--- config.mk ---
export PLATFORM = sky130hd
export DESIGN_NAME = countdown_timer_flat
export DESIGN_NICKNAME = d
export VERILOG_FILES = /design/src/rtl/countdown_timer_pkg.sv /design/src/rtl/countdown_timer_if.sv /design/src/rtl/countdown_timer_bcd_down_digit.sv /design/src/rtl/countdown_timer.sv /design/src/flat_wrapper.sv
export SDC_FILE = /design/constraint.sdc
export NUM_CORES = 1
export LEC_CHECK = 0
export ABC_AREA = 1
export BUFFER_PORTS_ARGS = -buffer_cell sky130_fd_sc_hd__buf_2
export CAP_MARGIN = 30
export CORE_ASPECT_RATIO = 1.5
export CORE_MARGIN = 5
export CORE_UTILIZATION = 59
export DETAILED_ROUTE_END_ITERATION = 16
export HOLD_SLACK_MARGIN = 0.08
export PLACE_DENSITY = 0.84
export SLEW_MARGIN = 20
export SYNTH_ARGS = -nofsm -noshare
export SYNTH_HDL_FRONTEND = slang
export SYNTH_SLANG_ARGS = --single-unit
export TNS_END_PERCENT = 1
--- constraint.sdc ---
create_clock -name clk -period 3.6 [get_ports clk]
set_clock_uncertainty 0.15 [all_clocks]
set_input_delay 0.72 -clock clk [delete_from_list [all_inputs] [get_ports clk]]
set_output_delay 0.72 -clock clk [all_outputs]
set_load 0.05 [all_outputs]
--- src/rtl/countdown_timer_pkg.sv ---
// Shared state encodings and BCD constants for the microwave cook-time timer.
package countdown_timer_pkg;

  typedef enum logic [1:0] {
    StIdle  = 2'd0,
    StRun   = 2'd1,
    StPause = 2'd2,
    StDone  = 2'd3
  } state_e;

  localparam logic [3:0] BcdMax     = 4'd9;
  localparam logic [3:0] TensReload = 4'd5;

  function automatic logic time_is_zero(logic [3:0] min_d, logic [3:0] tens_d,
                                        logic [3:0] ones_d);
    return (min_d == 4'd0) && (tens_d == 4'd0) && (ones_d == 4'd0);
  endfunction

endpackage

--- src/rtl/countdown_timer_if.sv ---
// Keypad-encoder inputs and display/control outputs of the cook-time timer.
interface countdown_timer_if;

  logic [3:0] D;
  logic       loadn;
  logic       pgt_1Hz;
  logic       start;
  logic       stop;
  logic       door_closed;
  logic [3:0] sec_ones;
  logic [3:0] sec_tens;
  logic [3:0] min_ones;
  logic       mag_on;
  logic       done;

  modport master (
    output D, loadn, pgt_1Hz, start, stop, door_closed,
    input  sec_ones, sec_tens, min_ones, mag_on, done
  );

  modport slave (
    input  D, loadn, pgt_1Hz, start, stop, door_closed,
    output sec_ones, sec_tens, min_ones, mag_on, done
  );

endinterface

--- src/rtl/countdown_timer_bcd_down_digit.sv ---
// One BCD down-counting digit; borrows and reloads when decremented from 0.
module countdown_timer_bcd_down_digit (
  input  logic [3:0] value,
  input  logic       dec_en,
  input  logic [3:0] reload,
  output logic [3:0] next,
  output logic       borrow
);

  always_comb begin
    borrow = dec_en && (value == 4'd0);
    next   = value;
    if (dec_en) begin
      next = (value == 4'd0) ? reload : value - 4'd1;
    end
  end

endmodule

--- src/rtl/countdown_timer.sv ---
// M:SS cook timer: digit entry by shift-in, 1 Hz countdown, run/pause/done control.
module countdown_timer
  import countdown_timer_pkg::*;
#(
  parameter int unsigned MIN_DIGITS = 1
) (
  input logic clk,
  input logic rst,
  countdown_timer_if.slave bus
);

  localparam int unsigned MinW = 4 * MIN_DIGITS;

  state_e            state_q, state_d;
  logic [3:0]        ones_q, ones_d, tens_q, tens_d;
  logic [MinW-1:0]   min_q, min_d;
  logic              loadn_q, loadn_prev_q, pgt_q, pgt_prev_q;
  logic              load_evt, tick, load_ok, time_zero, dec_zero;
  logic [3:0]        ones_dec, tens_dec, min_dec;
  logic              ones_borrow, tens_borrow, min_borrow;

  assign load_evt  = loadn_prev_q & ~loadn_q;
  assign tick      = ~pgt_prev_q & pgt_q;
  assign load_ok   = load_evt && (bus.D <= BcdMax);
  assign time_zero = time_is_zero(min_q, tens_q, ones_q);
  assign dec_zero  = time_is_zero(min_dec, tens_dec, ones_dec);

  countdown_timer_bcd_down_digit u_ones (
    .value  (ones_q),
    .dec_en (tick),
    .reload (BcdMax),
    .next   (ones_dec),
    .borrow (ones_borrow)
  );

  countdown_timer_bcd_down_digit u_tens (
    .value  (tens_q),
    .dec_en (ones_borrow),
    .reload (TensReload),
    .next   (tens_dec),
    .borrow (tens_borrow)
  );

  countdown_timer_bcd_down_digit u_min (
    .value  (min_q),
    .dec_en (tens_borrow),
    .reload (BcdMax),
    .next   (min_dec),
    .borrow (min_borrow)
  );

  always_comb begin
    state_d = state_q;
    ones_d  = ones_q;
    tens_d  = tens_q;
    min_d   = min_q;
    unique case (state_q)
      StIdle: begin
        if (bus.stop) begin
          {min_d, tens_d, ones_d} = '0;
        end else if (bus.start && bus.door_closed && !time_zero) begin
          state_d = StRun;
        end else if (load_ok) begin
          {min_d, tens_d, ones_d} = {tens_q, ones_q, bus.D};
        end
      end
      StRun: begin
        if (bus.stop || !bus.door_closed) begin
          state_d = StPause;
        // min_borrow would mean wrapping below 0:00; never applied
        end else if (tick && !min_borrow) begin
          {min_d, tens_d, ones_d} = {min_dec, tens_dec, ones_dec};
          if (dec_zero) state_d = StDone;
        end
      end
      StPause: begin
        if (bus.stop) begin
          state_d = StIdle;
          {min_d, tens_d, ones_d} = '0;
        end else if (bus.start && bus.door_closed) begin
          state_d = StRun;
        end
      end
      StDone: begin
        if (bus.stop) begin
          state_d = StIdle;
          {min_d, tens_d, ones_d} = '0;
        end else if (load_evt) begin
          state_d = StIdle;
          if (load_ok) {min_d, tens_d, ones_d} = {tens_q, ones_q, bus.D};
        end
      end
      default: state_d = StIdle;
    endcase
  end

  always_ff @(posedge clk or posedge rst) begin
    if (rst) begin
      state_q      <= StIdle;
      ones_q       <= '0;
      tens_q       <= '0;
      min_q        <= '0;
      loadn_q      <= 1'b1;
      loadn_prev_q <= 1'b1;
      pgt_q        <= 1'b0;
      pgt_prev_q   <= 1'b0;
    end else begin
      state_q      <= state_d;
      ones_q       <= ones_d;
      tens_q       <= tens_d;
      min_q        <= min_d;
      loadn_q      <= bus.loadn;
      loadn_prev_q <= loadn_q;
      pgt_q        <= bus.pgt_1Hz;
      pgt_prev_q   <= pgt_q;
    end
  end

  assign bus.sec_ones = ones_q;
  assign bus.sec_tens = tens_q;
  assign bus.min_ones = min_q;
  assign bus.mag_on   = (state_q == StRun);
  assign bus.done     = (state_q == StDone);

endmodule

--- src/flat_wrapper.sv ---
// flat-port wrapper written by rule: the top's interface ports become plain ports
module countdown_timer_flat import countdown_timer_pkg::*;
#(
  parameter int unsigned MIN_DIGITS = 1
)
  (clk, rst, bus_D, bus_loadn, bus_pgt_1Hz, bus_start, bus_stop, bus_door_closed, bus_sec_ones, bus_sec_tens, bus_min_ones, bus_mag_on, bus_done);
  countdown_timer_if bus_i ();
  input logic clk;
  input logic rst;
  input wire logic [$bits(bus_i.D)-1:0] bus_D;
  input wire logic [$bits(bus_i.loadn)-1:0] bus_loadn;
  input wire logic [$bits(bus_i.pgt_1Hz)-1:0] bus_pgt_1Hz;
  input wire logic [$bits(bus_i.start)-1:0] bus_start;
  input wire logic [$bits(bus_i.stop)-1:0] bus_stop;
  input wire logic [$bits(bus_i.door_closed)-1:0] bus_door_closed;
  output wire logic [$bits(bus_i.sec_ones)-1:0] bus_sec_ones;
  output wire logic [$bits(bus_i.sec_tens)-1:0] bus_sec_tens;
  output wire logic [$bits(bus_i.min_ones)-1:0] bus_min_ones;
  output wire logic [$bits(bus_i.mag_on)-1:0] bus_mag_on;
  output wire logic [$bits(bus_i.done)-1:0] bus_done;
  assign bus_i.D = bus_D;
  assign bus_i.loadn = bus_loadn;
  assign bus_i.pgt_1Hz = bus_pgt_1Hz;
  assign bus_i.start = bus_start;
  assign bus_i.stop = bus_stop;
  assign bus_i.door_closed = bus_door_closed;
  assign bus_sec_ones = bus_i.sec_ones;
  assign bus_sec_tens = bus_i.sec_tens;
  assign bus_min_ones = bus_i.min_ones;
  assign bus_mag_on = bus_i.mag_on;
  assign bus_done = bus_i.done;
  countdown_timer #(.MIN_DIGITS(MIN_DIGITS)) u_core (.clk(clk), .rst(rst), .bus(bus_i));
endmodule
After elaboration in Yosys (flattened, before gate mapping)
Cells that the tools add are included.

word-level totals
  register bits after elaboration = 18
  input bits = 11
  output and inout port bits = 14
  word-level logic and storage cells = 94

cells by class
  $add $sub $neg = 3
  $lt $le $gt $ge = 1
  equality and inequality tests = 13
  muxes and demuxes = 41
  bitwise operators = 4
  reductions and logical operators = 24

operators with widths
  cell                 number
  $mux 4               28
  $pmux 4 s4           3
  $logic_not 4->1      6
  $mux 2               9
  $sub 4x1->4 const B  3
  $logic_and 1x1->1    11
  $pmux 2 s4           1
  $ne 2x2->1 const B   3
  $ne 3x1->1 const B   2
  $ne 3x2->1 const B   2
  $reduce_and 6->1     1
  $reduce_and 5->1     1
  $eq 2x2->1 const B   2
  $le 4x4->1 const B   1
  $ne 2x1->1 const B   2
  $logic_not 1->1      3
  $ne 3x3->1 const B   1
  $and 1x1->1          2
  $eq 2x1->1 const B   1
  $logic_not 2->1      1
  $not 1->1            2
  $logic_or 1x1->1     1

Depth between registers and ports, before layout
  depth after elaboration = 12
  gate-level depth with buffers = 17
  mapped depth without buffers = 17

Cells and area by module
Synthesis repeated with hierarchy kept, for this count alone.

second synthesis, totals
  cells, all modules = 283
  area total of the unflattened synthesis = 1702.9 µm²

modules (own cells, without submodules)
  module                          times used  cells each  area each (µm²)  seq. area each (µm²)
  countdown_timer                 1           172         1199.9           452.9
  countdown_timer_bcd_down_digit  3           37          167.7            0.0

Worst setup path before layout
OpenSTA, ideal clock, no wires.

  path kind = register -> register
  from = reg u_core.state_q[1]
  to = reg u_core.tens_q[0], in the netlist u_core.bus.sec_tens[0]
  setup time = 0.126 ns
  arrival time = 2.029 ns
  data required time = 3.324 ns
  path slack = 1.296 ns
  stages on the path, launching flop included = 11
  path buffers = 1
  clock period less this slack = 2.304 ns
  cell sequence = dfrtp_1 -> inv_1 -> ha_1 -> inv_1 -> nor3_1 -> inv_1 -> o21ai_2 -> nand4_2 -> buf_6 -> o21ai_1 -> o21ai_1

on the way
  cells in the longest elaborated chain, start to end = 3
  elaborated cells on any way between the ends = 11
  those cells by class = eq/ne (8); mux (1); reduce/logical (2)

ends and longest elaborated chain
  element                                                    RTL line                source
  start, declared                                            countdown_timer.sv:14   state_e state_q, state_d;
  start signal, assigned                                     countdown_timer.sv:99   state_q <= StIdle;
  start signal, assigned                                     countdown_timer.sv:108  state_q <= state_d;
  $eq 2x1->1 (*)                                             n/a
  via bus_mag_on                                             flat_wrapper.sv:19      output wire logic [$bits(bus_i.mag_on)-1:0] bus_mag_on;
  $ne 2x2->1 (no line) / $ne 2x1->1 (equally long branches)  n/a
  $reduce_and 5->1 (no line)                                 n/a
  end signal, assigned                                       countdown_timer.sv:110  tens_q <= tens_d;
  end, declared                                              countdown_timer.sv:15   logic [3:0] ones_q, ones_d, tens_q, tens_d;

The timed path passes the listed nets; every way through them passes the cells marked *.
A chain may end at the register's enable or synchronous reset.

Worst setup path after layout
  from = reg u_core.state_q[1]
  to = reg u_core.tens_q[3], in the netlist u_core.bus.sec_tens[3]

on the way
  cells in the longest elaborated chain, start to end = 3
  elaborated cells on any way between the ends = 11
  those cells by class = eq/ne (8); mux (1); reduce/logical (2)

ends and longest elaborated chain
  element                                       RTL line               source
  $eq 2x2->1 (tied with other cells)            countdown_timer.sv:57  unique case (state_q)
  $ne 3x2->1 (no line) (tied with other cells)  n/a
  $reduce_and 5->1 (no line)                    n/a

Several ways; a longest one is shown, not always the timed one.

==> summary.txt <==
Status: finished clean
Antenna-violating nets left: 0
Most common cell in the synthesized netlist: nand2_1
H-tree levels: 1
RSZ-0062 raised after global routing: false
Worst Setup EP: u_core.bus.sec_tens[3]
Setup CP Type: reg -> reg
Post-CTS setup buffers: 0
First-pass GRT wire length: 5590 um
Syn Inst Count: 201
Vias in the first global route: 1315
Die Y: 69.5 um
Worst setup EP type: flip-flop
Initial antenna violation count: 0
Hold_buf cts: 0
Final wirelength: 3140 um
Critical path launch point type: flip-flop
Post-CTS Resized: 0
Max transition margin: 54.1%
Post-synth top area cell: dfrtp_1
Setup TNS: 0 ns
GRT Overall Usage: 19.6%
WP data required: 3.69 ns
Ant diodes: 0
Register area share after synthesis: 32.5%
Core Region: 0.00226 mm^2
First-pass iteration count of the detailed router: 4
Asr flop ratio synth: 100%
Row count: 21
Main flop type after synthesis: dfrtp_1
Synth cell types: 25
Max IR drop VDD: 0.000508 V
Warnings from Yosys: 0
Largest net degree at the start of global routing: 19
Longest Clk Path Bufs: 2
Reg clk slew, reported paths: 0.10 ns
Reg2reg start: u_core.state_q[1]
Max cap viols: 0
Largest fanout on the critical path: 14
PwrDens: 960 mW/mm^2
Mapped cell area: 0.00139 mm^2
Via density: 5.44
Cts bufs inserted: 3
Post-synth top area share: 28.8%
Register bit total from synthesis: 18
Largest cells by area after synthesis: dfrtp_1, nand2_1, inv_1, ha_1, nor2_1
Port bufs: 24
R2r setup slk: 1.27 ns
DR iter-0 viols: 75
Crit path from: u_core.state_q[1]
LEAKAGE: 0.835 nW
Post-synth EDFFs: 0
WHS: 0.225 ns
Area growth syn-to-layout: 11.4%
Die Area: 0.00345 mm^2
Vias: 1359
Clock latency on the worst-skew pair: 0.31 ns
Mean routed wirelength per cell: 12.6 um
Worst Reg-to-Reg Cells: 10
Synthesized Nets: 218
Final Hold Viols: 0
Post-DP HPWL: 2500 um
Layout cells sized above 1: 24.7%
CTS Sinks: 18
Die width: 49.7 um
WP data arrival: 2.42 ns
Synth top cells by count: nand2_1, inv_1, nor2_1
Fin. max-slew vios: 0
Total gr overflow: 0
Endpoints failing setup: 0
Type of the worst min-delay path: reg -> reg
Achievable Freq: 430 MHz
Post-route DRC: 0
Root Buffer: clkbuf_4
# IOs: 25
Final period demand of the worst path: 2.33 ns
Reg2reg end: u_core.bus.sec_tens[3]
Mean Syn Cell Area: 6.93 um^2
CTS tree: built
Initial cell density of the core: 61.6%
Worst slew pin tran: 0.688 ns
Nets: 245
RePlAce Congestion: 0.934
Final period util: 64.6%
-- placed cells by master (no fill, tap or decap), types with 4 or more instances in the layout --
master / instances
nor2_1: 18
o22ai_1: 6
ha_1: 6
nand2_1: 52
nand3_1: 11
o21ai_1: 10
nand2_2: 8
o21ai_0: 8
inv_2: 4
o21ai_2: 5
dfrtp_1: 16
a22oi_1: 4
inv_1: 33
buf_2: 24
-- through the flow --
| stage | setup WS [ns] | total power [mW] | cell area [um^2] | util (%) | instances |
|---|---|---|---|---|---|
| after floorplan | 1.30 | 1.19 | 1390 | - | 201 |
| after global placement | 1.29 | 1.35 | 1520 | 67.1 | 246 |
| after detailed placement | 1.22 | 1.36 | 1520 | 67.1 | 246 |
| after CTS | 1.26 | 1.49 | 1550 | 68.7 | 250 |
| after global routing | 1.05 | 1.63 | 1550 | 68.7 | 250 |
| final | 1.27 | 1.49 | 1550 | 68.7 | 250 |
-- worst min-delay path by stage --
stage | end | cells after the start | from
after detailed placement | u_core.loadn_prev_q | 0 | u_core.loadn_q
after CTS | u_core.loadn_prev_q | 0 | u_core.loadn_q
after global placement | u_core.loadn_prev_q | 0 | u_core.loadn_q
after floorplan | u_core.loadn_prev_q | 0 | u_core.loadn_q
after global routing | u_core.loadn_prev_q | 0 | u_core.loadn_q
final | u_core.loadn_prev_q | 0 | u_core.loadn_q
-- critical path: stages (launching register included) --
cell and delay, ns:
dfrtp_1 0.42, inv_1 0.11, ha_1 0.21, inv_1 0.07, nor3_1 0.28, inv_1 0.11, o21ai_2 0.15, nand4_2 0.25
inv_2 0.33, nand2_1 0.09, o21ai_1 0.08
-- registers in the layout (all words and copies together) (netlist names) --
name / flops
u_core.loadn_prev_q: 1
u_core.pgt_q: 1
u_core.bus.min_ones: 4
u_core.state_q: 2
u_core.loadn_q: 1
u_core.bus.sec_tens: 4
u_core.pgt_prev_q: 1
u_core.bus.sec_ones: 4
-- kinds of logic (layout without fill, tap and decap cells) --
group                    after synthesis  count (layout)  share of synthesized area (%)
AND/OR/NAND/NOR                      101             101                           33.8
buffers and inverters                 39              65                           11.9
AO/OA/AOI/OAI                         36              36                           15.8
flip-flops                            18              18                           32.5
XOR/XNOR                               1               1                          0.629
adder cells (fa/ha/maj)                6               6                           5.39
-- cell type report --
cell class                 count  area (um^2)
fill                         208          708
inverter                      37          139
clock buffer                   4         36.3
tap                           23         28.8
multi-input combinational    144          774
timing repair buffer          24          120
sequential                    18          453
-- routing by layer --
metal | vias to the layer above | part of all wire (%) | GRT usage, %
li1 | 697 | - | -
met1 | 595 | 40 | 26.2
met2 | 57 | 51 | 31.2
met3 | 10 | 6.2 | 1.94
met4 | 0 | 2.5 | 9.33
met5 | - | 0 | 0
-- power breakdown --
group	leakage, nW	switching [mW]	internal (mW)
Clock	0.0210	0.0667	0.0619
Combinational	0.581	0.738	0.286
Sequential	0.233	0.0739	0.263
Power figures use the tool's default switching activity.
